[src/rtl/mips_ctrl_pkg.sv]
// mips_ctrl_pkg: state, opcode/funct and datapath select encodings for the MIPS multicycle controller
package mips_ctrl_pkg;
  typedef enum logic [3:0] {
    S_FETCH  = 4'd0,
    S_DECODE = 4'd1,
    S_MEMADR = 4'd2,
    S_MEMRD  = 4'd3,
    S_MEMWB  = 4'd4,
    S_MEMWR  = 4'd5,
    S_EXEC   = 4'd6,
    S_ALUWB  = 4'd7,
    S_BRANCH = 4'd8,
    S_ADDIEX = 4'd9,
    S_ADDIWB = 4'd10,
    S_JUMP   = 4'd11
  } state_t;
  typedef enum logic [1:0] {ALUOP_ADD, ALUOP_SUB, ALUOP_FUNCT, ALUOP_NONE} alu_op_t;
  localparam logic [5:0] OP_RTYPE = 6'b000000;
  localparam logic [5:0] OP_LW    = 6'b100011;
  localparam logic [5:0] OP_SW    = 6'b101011;
  localparam logic [5:0] OP_BEQ   = 6'b000100;
  localparam logic [5:0] OP_ADDI  = 6'b001000;
  localparam logic [5:0] OP_J     = 6'b000010;
`ifdef MIPS_MC_CTRL_BNE_EN
  localparam logic [5:0] OP_BNE   = 6'b000101;
`endif
  localparam logic [5:0] FN_ADD = 6'b100000;
  localparam logic [5:0] FN_SUB = 6'b100010;
  localparam logic [5:0] FN_AND = 6'b100100;
  localparam logic [5:0] FN_OR  = 6'b100101;
  localparam logic [5:0] FN_SLT = 6'b101010;
  localparam logic [2:0] ALU_ADD = 3'b010;
  localparam logic [2:0] ALU_SUB = 3'b110;
  localparam logic [2:0] ALU_AND = 3'b000;
  localparam logic [2:0] ALU_OR  = 3'b001;
  localparam logic [2:0] ALU_SLT = 3'b111;
  localparam logic [1:0] PC_ALU    = 2'b00;
  localparam logic [1:0] PC_ALUOUT = 2'b01;
  localparam logic [1:0] PC_JUMP   = 2'b10;
  localparam logic [1:0] SRCB_REG   = 2'b00;
  localparam logic [1:0] SRCB_FOUR  = 2'b01;
  localparam logic [1:0] SRCB_IMM   = 2'b10;
  localparam logic [1:0] SRCB_IMMSH = 2'b11;
endpackage

[src/rtl/mips_alu_decoder.sv]
// mips_alu_decoder: maps ALUOp and Funct to the ALU control code; ALUOP_NONE yields 000
module mips_alu_decoder
  import mips_ctrl_pkg::*;
(
  input  alu_op_t    alu_op,
  input  logic [5:0] funct,
  output logic [2:0] alu_control,
  output logic       funct_ok
);
  assign funct_ok = funct inside {FN_ADD, FN_SUB, FN_AND, FN_OR, FN_SLT};
  assign alu_control = alu_op == ALUOP_ADD ? ALU_ADD :
                       alu_op == ALUOP_SUB ? ALU_SUB :
                       alu_op == ALUOP_NONE ? 3'b000 :
                       funct == FN_ADD ? ALU_ADD :
                       funct == FN_SUB ? ALU_SUB :
                       funct == FN_AND ? ALU_AND :
                       funct == FN_OR  ? ALU_OR  :
                       funct == FN_SLT ? ALU_SLT : 3'b000;
endmodule

[src/rtl/mips_multicycle_ctrl.sv]
// mips_multicycle_ctrl: multicycle MIPS control FSM with memory handshake and wait watchdog.
// Define MIPS_MC_CTRL_BNE_EN to add bne support through the BRANCH state.
module mips_multicycle_ctrl
  import mips_ctrl_pkg::*;
#(
  parameter int TIMEOUT_CYCLES = 255,
  parameter int CNT_W          = 8
) (
  input  logic       clk,
  input  logic       reset,
  input  logic [5:0] Opcode,
  input  logic [5:0] Funct,
  input  logic       Zero,
  input  logic       MemReady,
  output logic       MemReq,
  output logic       MemWrite,
  output logic       IorD,
  output logic       IRWrite,
  output logic       PCEn,
  output logic [1:0] PCSrc,
  output logic       AluSrcA,
  output logic [1:0] AluSrcB,
  output logic [2:0] AluControl,
  output logic       RegDst,
  output logic       MemtoReg,
  output logic       RegWrite,
  output logic       IllegalOp,
  output logic       MemTimeout,
  output logic [3:0] State
);
  state_t state, state_nx, op_nx;
  alu_op_t alu_op;
  logic [CNT_W-1:0] wait_cnt;
  logic [2:0] alu_dec;
  logic funct_ok, mem_state, done, expire, branch_take;
  assign mem_state = state inside {S_FETCH, S_MEMRD, S_MEMWR};
  assign done = mem_state && MemReady;
  assign expire = TIMEOUT_CYCLES != 0 && mem_state && !MemReady && wait_cnt == CNT_W'(TIMEOUT_CYCLES);
  assign alu_op = state inside {S_FETCH, S_DECODE, S_MEMADR, S_ADDIEX} ? ALUOP_ADD :
                  state == S_EXEC ? ALUOP_FUNCT :
                  state == S_BRANCH ? ALUOP_SUB : ALUOP_NONE;
  mips_alu_decoder u_alu_dec (
    .alu_op(alu_op),
    .funct(Funct),
    .alu_control(alu_dec),
    .funct_ok(funct_ok)
  );
`ifdef MIPS_MC_CTRL_BNE_EN
  logic is_bne;
  assign branch_take = is_bne ? !Zero : Zero;
  always_ff @(posedge clk)
    if (reset) is_bne <= 1'b0;
    else if (state == S_DECODE) is_bne <= Opcode == OP_BNE;
`else
  assign branch_take = Zero;
`endif
  always_comb begin
    op_nx = S_FETCH;
    case (Opcode)
      OP_LW, OP_SW: op_nx = S_MEMADR;
      OP_RTYPE:     op_nx = S_EXEC;
      OP_BEQ:       op_nx = S_BRANCH;
`ifdef MIPS_MC_CTRL_BNE_EN
      OP_BNE:       op_nx = S_BRANCH;
`endif
      OP_ADDI:      op_nx = S_ADDIEX;
      OP_J:         op_nx = S_JUMP;
      default:      op_nx = S_FETCH;
    endcase
  end
  always_comb begin
    state_nx = S_FETCH;
    case (state)
      S_FETCH:  state_nx = done ? S_DECODE : S_FETCH;
      S_DECODE: state_nx = op_nx;
      S_MEMADR: state_nx = Opcode == OP_SW ? S_MEMWR : S_MEMRD;
      S_MEMRD:  state_nx = done ? S_MEMWB : expire ? S_FETCH : S_MEMRD;
      S_MEMWR:  state_nx = done || expire ? S_FETCH : S_MEMWR;
      S_EXEC:   state_nx = funct_ok ? S_ALUWB : S_FETCH;
      S_ADDIEX: state_nx = S_ADDIWB;
      default:  state_nx = S_FETCH;
    endcase
  end
  // wait counter restarts whenever the access completes, times out or the state is left
  always_ff @(posedge clk)
    if (reset) begin
      state <= S_FETCH;
      wait_cnt <= '0;
    end else begin
      state <= state_nx;
      wait_cnt <= mem_state && !MemReady && !expire ? wait_cnt + CNT_W'(1) : '0;
    end
  always_comb begin
    MemReq = 1'b0;
    MemWrite = 1'b0;
    IorD = 1'b0;
    IRWrite = 1'b0;
    PCEn = 1'b0;
    PCSrc = PC_ALU;
    AluSrcA = 1'b0;
    AluSrcB = SRCB_REG;
    AluControl = 3'b000;
    RegDst = 1'b0;
    MemtoReg = 1'b0;
    RegWrite = 1'b0;
    IllegalOp = 1'b0;
    MemTimeout = 1'b0;
    State = 4'd0;
    if (!reset) begin
      case (state)
        S_FETCH:  begin MemReq = 1'b1; AluSrcB = SRCB_FOUR; IRWrite = MemReady; PCEn = MemReady; end
        S_DECODE: begin AluSrcB = SRCB_IMMSH; IllegalOp = op_nx == S_FETCH; end
        S_MEMADR: begin AluSrcA = 1'b1; AluSrcB = SRCB_IMM; end
        S_MEMRD:  begin MemReq = 1'b1; IorD = 1'b1; end
        S_MEMWB:  begin MemtoReg = 1'b1; RegWrite = 1'b1; end
        S_MEMWR:  begin MemReq = 1'b1; MemWrite = 1'b1; IorD = 1'b1; end
        S_EXEC:   begin AluSrcA = 1'b1; IllegalOp = !funct_ok; end
        S_ALUWB:  begin RegDst = 1'b1; RegWrite = 1'b1; end
        S_BRANCH: begin AluSrcA = 1'b1; PCSrc = PC_ALUOUT; PCEn = branch_take; end
        S_ADDIEX: begin AluSrcA = 1'b1; AluSrcB = SRCB_IMM; end
        S_ADDIWB: RegWrite = 1'b1;
        S_JUMP:   begin PCSrc = PC_JUMP; PCEn = 1'b1; end
        default:  ;
      endcase
      AluControl = alu_dec;
      MemTimeout = expire;
      State = state;
    end
  end
endmodule

[config.mk]
export PLATFORM = sky130hd
export DESIGN_NAME = mips_multicycle_ctrl
export DESIGN_NICKNAME = d
export VERILOG_FILES = /design/src/rtl/mips_ctrl_pkg.sv /design/src/rtl/mips_alu_decoder.sv /design/src/rtl/mips_multicycle_ctrl.sv
export SDC_FILE = /design/constraint.sdc
export NUM_CORES = 1
export LEC_CHECK = 0
export ABC_AREA = 1
export CAP_MARGIN = 20
export CORE_MARGIN = 5
export CORE_UTILIZATION = 44
export DETAILED_ROUTE_END_ITERATION = 8
export GPL_ROUTABILITY_DRIVEN = 0
export PLACE_DENSITY = 0.79
export SLEW_MARGIN = 5
export SYNTH_ARGS = -nofsm -noshare
export SYNTH_HDL_FRONTEND = slang
export SYNTH_SLANG_ARGS = --single-unit
export TNS_END_PERCENT = 1
[constraint.sdc]
create_clock -name clk -period 1.5 [get_ports clk]
set_input_delay 0.3 -clock clk [delete_from_list [all_inputs] [get_ports clk]]
set_output_delay 0.3 -clock clk [all_outputs]
set_load 0.05 [all_outputs]
==> impl_metrics.json, run 1 <==
{
  "status": "stopped before the end",
  "lastStage": "clock tree synthesis",
  "error_line": "[ERROR DPL-0038] Utilization greater than 100%, impossible to legalize",
  "cts_root_buffer": "clkbuf_4",
  "ys_ff_latch": 12,
  "initial_utilization": 0.4728,
  "cts_resized": 78,
  "port_buffers": 37,
  "post_cts_buffers": 6,
  "ys.warnings.count": 0,
  "numCtsBuffers": 3,
  "synth_compound_area_frac": 0.08451,
  "ios": 38,
  "hpwlAfterDp_um": 4614,
  "place_ws_ns": -0.5767,
  "synthAdderAreaFrac": 0.01174,
  "yosysSeqAreaShare": 0.2254,
  "clk_path_buf_depth": 2,
  "syn_avg_cell_area_um2": 5.581,
  "synth_cell_type_count": 27,
  "synth_top_family_by_area": "simple AND/OR/NAND/NOR gates",
  "synthXorXnorAreaFrac": 0.008216,
  "clock-sinks": 12,
  "die_w_um": 59.22,
  "syn_area_um2": 1066,
  "row_count": 17,
  "h-tree-depth": 1,
  "cts-hold-fix-buffers": 0,
  "synth_cells": 191,
  "die_y_um": 59.22,
  "synth_nets": 208,
  "synthMuxAreaShare": 0,
  "synthSimpleGateAreaFrac": 0.5469
}
per-stage QoR:
| step | util | hold slack (ns) | cells | area [um^2] |
|---|---|---|---|---|
| after detailed placement | 0.9578 | 0.5307 | 296 | 2160 |
| after global placement | 0.9578 | 0.4872 | 296 | 2160 |
| after floorplan | - | 0.4176 | 191 | 1269 |
synthesized netlist by cell type:
library cell / instances / area (um^2)
dfxtp_1: 12 / 240.2
and3_1: 1 / 6.260
a31oi_1: 3 / 18.77
nand2_2: 3 / 18.77
nor2_1: 42 / 157.7
nand3_1: 12 / 60.06
o21ai_0: 1 / 5.000
nand2_4: 1 / 11.26
nor3b_2: 2 / 25.02
a211o_1: 1 / 8.760
inv_2: 3 / 11.26
nand3_4: 1 / 17.52
or2_2: 2 / 12.51
ha_1: 1 / 12.51
clkbuf_1: 1 / 3.750
or3_1: 1 / 6.260
a22oi_1: 1 / 7.510
nand4_4: 1 / 21.27
o22ai_1: 1 / 6.260
a21oi_1: 7 / 35.03
inv_1: 31 / 116.4
nand4_1: 2 / 12.51
xor2_1: 1 / 8.760
nor3_1: 4 / 20.02
nand2_1: 52 / 195.2
nor2_2: 3 / 18.77
o221ai_1: 1 / 8.760
kinds of logic after synthesis:
kind of cell	count (synthesis)
flops	12
simple gates	127
compound gates	15
xor+xnor	1
buf+inv	35
fa+ha+maj	1
==> run 2, diff against run 1 <==
--- a/config.mk
+++ b/config.mk
@@ -7,11 +7,11 @@
 export LEC_CHECK = 0
 export ABC_AREA = 1
 export CAP_MARGIN = 20
-export CORE_MARGIN = 5
-export CORE_UTILIZATION = 44
+export CORE_AREA = 5 5 66 68
 export DETAILED_ROUTE_END_ITERATION = 8
+export DIE_AREA = 0 0 71 73
 export GPL_ROUTABILITY_DRIVEN = 0
-export PLACE_DENSITY = 0.79
+export PLACE_DENSITY_LB_ADDON = 0.15
 export SLEW_MARGIN = 5
 export SYNTH_ARGS = -nofsm -noshare
 export SYNTH_HDL_FRONTEND = slang
==> run 2 against run 1 <==
  * The flow now finishes, with violations (negative setup slack)
  * Synthesized cell count unchanged
  * Synthesized area is the same
==> impl_metrics.json, run 2 <==
{
  "tightestPinTransition_ns": 0.3571,
  "die_y_um": 73,
  "synth_cell_type_count": 27,
  "cts_tree": "done",
  "slowest_delay_ns": 0.53,
  "period_share": 1.198,
  "syn2layout_area_growth_pct": 133.8,
  "yosysSeqAreaShare": 0.2254,
  "largest_register_ffs": 8,
  "clock_latency_ns": 0.24,
  "hpwlAfterDp_um": 2985,
  "r2r-end": "state[0]",
  "final_layout_size_suffix_gt1_frac": 0.5674,
  "final_net_count": 301,
  "relSlewSlack": 0.7619,
  "cp_slowest_cell": "clkdlybuf4s50_1",
  "synth_nets": 208,
  "status": "finished, violations left",
  "grt_max_degree": 8,
  "start_kind": "primary input",
  "slew_viol_final": 0,
  "cts_root_buffer": "clkbuf_8",
  "cp.depth": 6,
  "cp.required_ns": 1.20,
  "drc": 0,
  "fin_cells": 332,
  "setup_ws_ns": -0.2968,
  "syn_area_um2": 1066,
  "powerDensity_nw_per_um2": 404.0,
  "crit_chain": "clkdlybuf4s50_1 -> nor2_1 -> nand3_1 -> nand4_1 -> o22ai_4 -> buf_12",
  "cp_max_fo": 4,
  "grt_pass1_wl_um": 6389,
  "power_leakage_nw": 1.172,
  "finalSetupViolations": 19,
  "grt_setup_unrepaired": "yes",
  "dp_cells": 328,
  "numCtsBuffers": 3,
  "fin_crit_ns": 1.797,
  "hold_class": "reg -> reg",
  "top_register": "wait_cnt",
  "ys_ff_latch": 12,
  "grt_pass1_vias": 1560,
  "drt-total-wl_um": 3611,
  "diodes": 0,
  "final_common_cell": "buf_4",
  "holdPathEnd": "wait_cnt[0]",
  "fmax_mhz": 556.5,
  "final_cell_mix": "buf_4, nand2_1, inv_1, buf_12, nor2_1",
  "clock-sinks": 12,
  "ios": 38,
  "path_class": "in -> out",
  "routedWlPerCell_um": 10.88,
  "post_dp_cell_area_um2": 2287,
  "ant_nets": 0,
  "cpLargestDelayFamily": "buffers and inverters",
  "worst_hold_slack_ns": 0.5051,
  "die_area_um2": 5183,
  "critPathBufInv": 2,
  "h-tree-depth": 1,
  "synth.most_common_cell": "nand2_1",
  "port_buffers": 37,
  "fillers": 336,
  "reg_top3": "wait_cnt: 8 flops, state: 4 flops",
  "synth_top_cells_by_count": "nand2_1, nor2_1, inv_1",
  "ys.warnings.count": 0,
  "rrSetupSlack_ns": 0.10,
  "clk_pin_slew_ns": 0.05,
  "first_iter_violations": 35,
  "routed_via_density": 4.373,
  "design_area_um2": 2492,
  "vdd.ir_drop.worst_mv": 0.2005,
  "yosysTopAreaCell": "dfxtp_1",
  "synth_edf_count": 0,
  "core-area_um2": 3799,
  "hold_violations": 0,
  "initial_utilization": 0.2806,
  "grt_overflow": 0,
  "vias": 1452,
  "cap_violations": 0,
  "first_pass_iters": 4,
  "syn_avg_cell_area_um2": 5.581,
  "skew_ns": 0.0003843,
  "synth_ff_type": "dfxtp_1",
  "synth_cells": 191,
  "hold_start": "wait_cnt[0]",
  "synthArstFlopShare": 0,
  "hold_depth": 2,
  "yosysTopAreaCellShare": 0.2254,
  "grt.total_usage": 0.1509,
  "grt_antenna_before_repair": 0,
  "rr_startpoint": "wait_cnt[0]",
  "die_w_um": 71,
  "reg2reg_depth": 11,
  "violations": "negative setup slack",
  "clk_path_buf_depth": 2,
  "row_count": 23,
  "endpoint_kind": "output port",
  "synth_top_cells_by_area": "dfxtp_1, nand2_1, nor2_1, inv_1, nand3_1",
  "arrival_ns": 1.50
}
## run 2: timing repair
action | 4_1_cts | 5_1_grt
setup buffers | 0 | 1
endpoints found under the setup margin | 25 | 29
hold buffers | 0 | 0
pin swaps | 19 | 2
gates resized for setup | 56 | 11
## run 2: layer usage
layer,part of all wire,up-vias,track usage,routed length (um)
met5,0,-,0,0
met1,0.43,646,0.1743,1542
li1,-,779,-,-
met3,0.020,5,0.01515,74
met2,0.54,22,0.2884,1935
met4,0.016,0,0.05010,59
## run 2: area by class of cell
cell class,instances,area (um^2),share of cell area
timing repair buffer,89,992.2,0.3981
inverter,34,137.6,0.05522
clock buffer,3,41.29,0.01657
sequential,12,255.2,0.1024
multi-input combinational,144,1003,0.4026
tap,50,62.56,0.02510
## run 2: cell families (layout without fill, tap and decap cells)
family | after synthesis | after routing | synth area share
simple gates | 127 | 127 | 0.5470
buf+inv | 35 | 126 | 0.1232
compound gates | 15 | 15 | 0.08451
flops | 12 | 12 | 0.2254
fa+ha+maj | 1 | 1 | 0.01174
xor+xnor | 1 | 1 | 0.008217
## run 2: power breakdown
part           internal (mW)  switching [mW]  total (mW)
Clock                  0.176           0.112       0.288
Sequential             0.321         0.00652       0.328
Combinational          0.186           0.206       0.391
Total                  0.683           0.324        1.01
## run 2: worst max-delay path by stage
| stage | startpoint | end | slack [ns] |
|---|---|---|---|
| 2_1_floorplan | state[3] | AluControl[1] | -0.26 |
| 3_3_place_gp | Funct[2] | AluControl[1] | -0.43 |
| 3_5_place_dp | Funct[3] | AluControl[1] | -0.46 |
| 4_1_cts | Opcode[5] | IllegalOp | -0.29 |
| 5_1_grt | Opcode[1] | IllegalOp | -0.37 |
| 6_report | Opcode[2] | IllegalOp | -0.30 |
## run 2: worst register-to-register path: stages, from the launching register on
cell	delay [ns]
dfxtp_2	0.32
ha_2	0.18
nand2_2	0.06
nor2_2	0.12
nand2_2	0.09
buf_4	0.14
nand2_2	0.07
nand2_2	0.07
nand2_1	0.06
nand2_1	0.05
nor2_1	0.08
nor2_1	0.05
## run 2: stage by stage
step           TNS, ns    util  setup slack, ns  power [mW]
6_report        -3.212  0.6561          -0.2968       1.007
5_1_grt         -4.731  0.6561          -0.3729       1.055
4_1_cts         -3.423  0.6469          -0.2929       1.011
3_5_place_dp    -7.242  0.6021          -0.4587      0.7077
3_3_place_gp    -6.788  0.6021          -0.4338      0.7038
2_1_floorplan   -1.677       -          -0.2613      0.5135
Note: power is estimated with default switching activity, not from simulation.
==> run 3, diff against run 2 <==
--- a/config.mk
+++ b/config.mk
@@ -7,11 +7,12 @@
 export LEC_CHECK = 0
 export ABC_AREA = 1
 export CAP_MARGIN = 20
-export CORE_AREA = 5 5 66 68
+export CORE_AREA = 10 10 71 73
 export DETAILED_ROUTE_END_ITERATION = 8
-export DIE_AREA = 0 0 71 73
+export DIE_AREA = 0 0 81 83
 export GPL_ROUTABILITY_DRIVEN = 0
 export PLACE_DENSITY_LB_ADDON = 0.15
+export REMOVE_ABC_BUFFERS = 1
 export SLEW_MARGIN = 5
 export SYNTH_ARGS = -nofsm -noshare
 export SYNTH_HDL_FRONTEND = slang
==> run 3 against run 2 <==
  * The flow still finishes with violations (negative setup slack)
  * Total power down 0.85%
  * Cell count stayed put
  * Final area shrank 4.4%
  * Die area is 30% higher
  * First-iteration DRC count grew 26%
  * Clock-buffer cell count unchanged
  * Wire length up 7.2%
  * Worst setup slack improved by 0.021 ns
  * Clock power hardly changed
  * Combinational power fell by 2%
  * Critical path type is now reg -> out
==> impl_metrics.json, run 3 (synthesized netlist as in run 2, its figures left out) <==
{
  "status": "finished, violations left",
  "violations": "negative setup slack",
  "power_leakage_nw": 1.171,
  "grt_overflow": 0,
  "cp_max_fo": 5,
  "first_pass_iters": 4,
  "ant_nets": 0,
  "grt_pass1_wl_um": 6603,
  "diodes": 0,
  "arrival_ns": 1.48,
  "clk_pin_slew_ns": 0.05,
  "routedWlPerCell_um": 11.66,
  "cp.required_ns": 1.20,
  "cap_violations": 0,
  "final_layout_size_suffix_gt1_frac": 0.5317,
  "cts_tree": "done",
  "routed_via_density": 4.443,
  "clock-sinks": 12,
  "finalSetupViolations": 18,
  "grt_setup_unrepaired": "yes",
  "die_area_um2": 6723,
  "slew_viol_final": 0,
  "row_count": 22,
  "final_cell_mix": "buf_4, nand2_1, inv_1, nor2_1, buf_12",
  "ios": 38,
  "critPathBufInv": 3,
  "vdd.ir_drop.worst_mv": 0.4630,
  "numCtsBuffers": 3,
  "core-area_um2": 3633,
  "setup_ws_ns": -0.2757,
  "drc": 0,
  "h-tree-depth": 1,
  "place_ws_ns": -0.5208,
  "fin_crit_ns": 1.776,
  "hpwlAfterDp_um": 2918,
  "top_register": "wait_cnt",
  "initial_utilization": 0.2934,
  "fmax_mhz": 563.2,
  "crit_chain": "inv_1 -> nand2_2 -> buf_4 -> nor2_1 -> or3_1 -> buf_6",
  "endpoint_kind": "output port",
  "final_net_count": 303,
  "skew_ns": 0.003318,
  "largest_register_ffs": 8,
  "hold_class": "reg -> reg",
  "cpLargestDelayFamily": "simple AND/OR/NAND/NOR gates",
  "relSlewSlack": 0.7814,
  "start_kind": "register",
  "period_share": 1.184,
  "clock_latency_ns": 0.24,
  "powerDensity_nw_per_um2": 418.9,
  "die_y_um": 83,
  "grt.total_usage": 0.1160,
  "clk_path_buf_depth": 2,
  "slowest_delay_ns": 0.38,
  "vias": 1475,
  "dp_cells": 325,
  "path_class": "reg -> out",
  "fin_cells": 332,
  "die_w_um": 81,
  "drt-total-wl_um": 3871,
  "cts_root_buffer": "clkbuf_8",
  "reg_top3": "wait_cnt: 8 flops, state: 4 flops",
  "fillers": 339,
  "hold_violations": 0,
  "syn2layout_area_growth_pct": 123.6,
  "tightestPinTransition_ns": 0.3267,
  "grt_antenna_before_repair": 0,
  "grt_max_degree": 8,
  "first_iter_violations": 44,
  "final_common_cell": "buf_4",
  "port_buffers": 37,
  "grt_pass1_vias": 1462,
  "cp_slowest_cell": "dfxtp_2"
}
## run 3: cell count changes in the layout (fill, tap and decap cells not counted), moves of 3 or more
cell | previous run | this run
nand2_2 | 15 | 11
a21oi_4 | 3 | 0
nor2_1 | 20 | 24
a21oi_2 | 1 | 4
buf_4 | 45 | 51
clkdlybuf4s50_1 | 7 | 2
inv_4 | 0 | 3
dlygate4sd2_1 | 8 | 13
nor2_4 | 9 | 6
## run 3: metrics by stage
stage	hold slack, ns	TNS [ns]	util	area [um^2]	total power [mW]
6_report	0.5145	-2.757	0.6560	2384	0.9984
3_5_place_dp	0.5085	-7.190	0.5678	2063	0.6797
5_1_grt	0.5379	-4.342	0.6560	2384	1.056
4_1_cts	0.5173	-2.731	0.6426	2335	0.9915
3_3_place_gp	0.4974	-6.870	0.5678	2063	0.6791
2_1_floorplan	0.3691	-11.85	-	1062	0.4795
## run 3: metal layers
layer,share of wire,track usage
met1,0.43,0.1471
met2,0.50,0.1852
met3,0.059,0.04310
met4,0.0036,0.01408
met5,0,0
## run 3: report_power, final
part / internal, mW / switching [mW]
Combinational: 0.182 / 0.202
Sequential: 0.320 / 0.00665
Clock: 0.176 / 0.111
## run 3: final timing paths
check	start	end	slack (ns)	depth (start not counted)
max reg2reg	wait_cnt[0]	state[0]	0.04	11
max	state[0]	RegWrite	-0.28	6
min reg2reg	wait_cnt[0]	wait_cnt[0]	0.51	2
min	wait_cnt[0]	wait_cnt[0]	0.51	2
## run 3: final cells by class
type / count / area, um^2 / area share
repair buffers: 91 / 973.4 / 0.4084
multi-input cells: 144 / 915.9 / 0.3843
flip-flops and latches: 12 / 252.7 / 0.1060
inverters: 34 / 140.1 / 0.05879
well taps: 48 / 60.06 / 0.02520
clock buffers: 3 / 41.29 / 0.01732
## run 3: repair_timing
action / CTS / global route
endpoints found under the setup margin: 23 / 27
gates resized for setup: 80 / 15
pin swaps: 20 / 3
setup buffers: 4 / 0
hold buffers: 0 / 0
## run 3: worst min-delay path, delay by kind of cell (launching register included)
family	cells	cell delay (ns)
flops	1	0.33
buf+inv	1	0.11
simple gates	1	0.03
==> run 4, diff against run 3 <==
==> constraint.sdc (replaced) <==
create_clock -name clk -period 1.6 [get_ports clk]
set_input_delay 0.32 -clock clk [delete_from_list [all_inputs] [get_ports clk]]
set_output_delay 0.32 -clock clk [all_outputs]
set_load 0.05 [all_outputs]
==> run 4 against run 3 <==
  * The run still ends with negative setup slack left
  * Cell count is 2.1% lower
  * Clock-buffer cell count stayed put
  * Clock power is 8.0% lower
  * Sequential share of layout area is 0.22 points higher
  * Critical path type unchanged
  * Final area is 2.0% lower
  * Via count is 1.4% lower
  * Critical path depth stayed put
  * Largest cell class is now multi-input combinational cells
  * Highest routed layer unchanged
==> impl_metrics.json, run 4 (synthesized netlist as in run 2, its figures left out) <==
{
  "top_register": "wait_cnt",
  "fin_crit_ns": 1.838,
  "path_class": "reg -> out",
  "power.total_mw": 0.9246,
  "die_w_um": 81,
  "period_share": 1.149,
  "die_area_um2": 6723,
  "start_kind": "register",
  "first_iter_violations": 38,
  "violations": "negative setup slack",
  "clock_latency_ns": 0.23,
  "grtUsageMet2": 0.1895,
  "cp.required_ns": 1.28,
  "final_net_count": 296,
  "fin_cells": 325,
  "largest_register_ffs": 8,
  "multi_input_area_um2": 929.6,
  "cts-hold-fix-buffers": 0,
  "core-area_um2": 3633,
  "seq_area_um2": 252.7,
  "grt_setup_unrepaired": "yes",
  "place_ws_ns": -0.4523,
  "h-tree-depth": 1,
  "status": "finished, violations left",
  "port_buffers": 37,
  "cap_violations": 0,
  "grt_antenna_before_repair": 0,
  "design_area_um2": 2336,
  "setup_tns_ns": -2.072,
  "tightestPinTransition_ns": 0.3072,
  "hold_class": "reg -> reg",
  "worst_hold_slack_ns": 0.5103,
  "final_common_cell": "buf_4",
  "slew_viol_final": 0,
  "setup_ws_ns": -0.2376,
  "initial_utilization": 0.2934,
  "drc": 0,
  "cts_root_buffer": "clkbuf_8",
  "finalSetupViolations": 14,
  "syn2layout_area_growth_pct": 119.1,
  "final_layout_size_suffix_gt1_frac": 0.5162,
  "grt.total_usage": 0.1145,
  "power_leakage_nw": 1.137,
  "grt_pass1_vias": 1435,
  "hpwlAfterDp_um": 2825,
  "grt_use_met1": 0.1409,
  "grt_max_degree": 8,
  "routed_via_density": 4.477,
  "post_dp_cell_area_um2": 1973,
  "ant_nets": 0,
  "powerDensity_nw_per_um2": 395.8,
  "grt_pass1_wl_um": 6534,
  "final_cell_mix": "buf_4, nand2_1, nor2_1, inv_1, buf_12",
  "fmax_mhz": 544.2,
  "die_y_um": 83,
  "dp_cells": 313,
  "routedWlPerCell_um": 11.45,
  "relSlewSlack": 0.7952,
  "clk_path_buf_depth": 2,
  "busiest_layer": "met2",
  "diodes": 0,
  "ios": 38,
  "reg_top3": "wait_cnt: 8 flops, state: 4 flops",
  "hold_violations": 0,
  "vias": 1455,
  "numCtsBuffers": 3,
  "clock-sinks": 12,
  "arrival_ns": 1.52,
  "skew_ns": 0.001226,
  "final_util": 0.6429,
  "fillers": 347,
  "drt-total-wl_um": 3722,
  "cp_max_fo": 6,
  "cts_tree": "done",
  "clk_pin_slew_ns": 0.05,
  "grt.met3_usage": 0.04095,
  "grt_overflow": 0,
  "vdd.ir_drop.worst_mv": 0.6064,
  "endpoint_kind": "output port",
  "row_count": 22,
  "first_pass_iters": 4
}
==> run 4: cell types whose count changed in the layout (fill, tap and decap cells not counted), sizes merged <==
cell	previous run	this run
buf	76	69
==> run 4: final cells by class <==
class,instances,area share
multi-input combinational,144,0.3980
timing repair buffer,84,0.3926
sequential,12,0.1082
inverter,34,0.05785
tap,48,0.02571
clock buffer,3,0.01768
==> run 4: worst paths after layout <==
kind	to	slack, ns	cells after the start	startpoint
worst max register to register	state[0]	0.16	11	wait_cnt[0]
worst min-delay path	wait_cnt[5]	0.51	2	wait_cnt[5]
worst min register to register	wait_cnt[5]	0.51	2	wait_cnt[5]
worst max-delay path	RegWrite	-0.24	6	state[3]
==> run 4: timing repair <==
item | 4_1_cts | 5_1_grt
gates cloned | 0 | 0
buffers inserted | 5 | 4
gates resized for setup | 67 | 27
endpoints found under the setup margin | 21 | 21
pin swaps | 20 | 12
==> run 4: power breakdown <==
| part | leakage (nW) | switching (mW) | total (mW) | internal, mW |
|---|---|---|---|---|
| clock network | 0.0216 | 0.0997 | 0.265 | 0.165 |
| registers | 0.0999 | 0.00495 | 0.305 | 0.300 |
| logic | 1.02 | 0.188 | 0.355 | 0.167 |
==> run 4: layer usage <==
metal / up-vias / part of all wire
li1: 766 / -
met1: 662 / 0.45
met2: 25 / 0.49
met3: 2 / 0.054
met4: 0 / 0.0013
met5: - / 0
==> run 4: critical path, cell delays in order (launching register included) <==
cell,delay (ns)
dfxtp_4,0.41
inv_4,0.05
buf_4,0.13
nand2_2,0.10
nor2_2,0.04
or3_1,0.38
buf_6,0.16
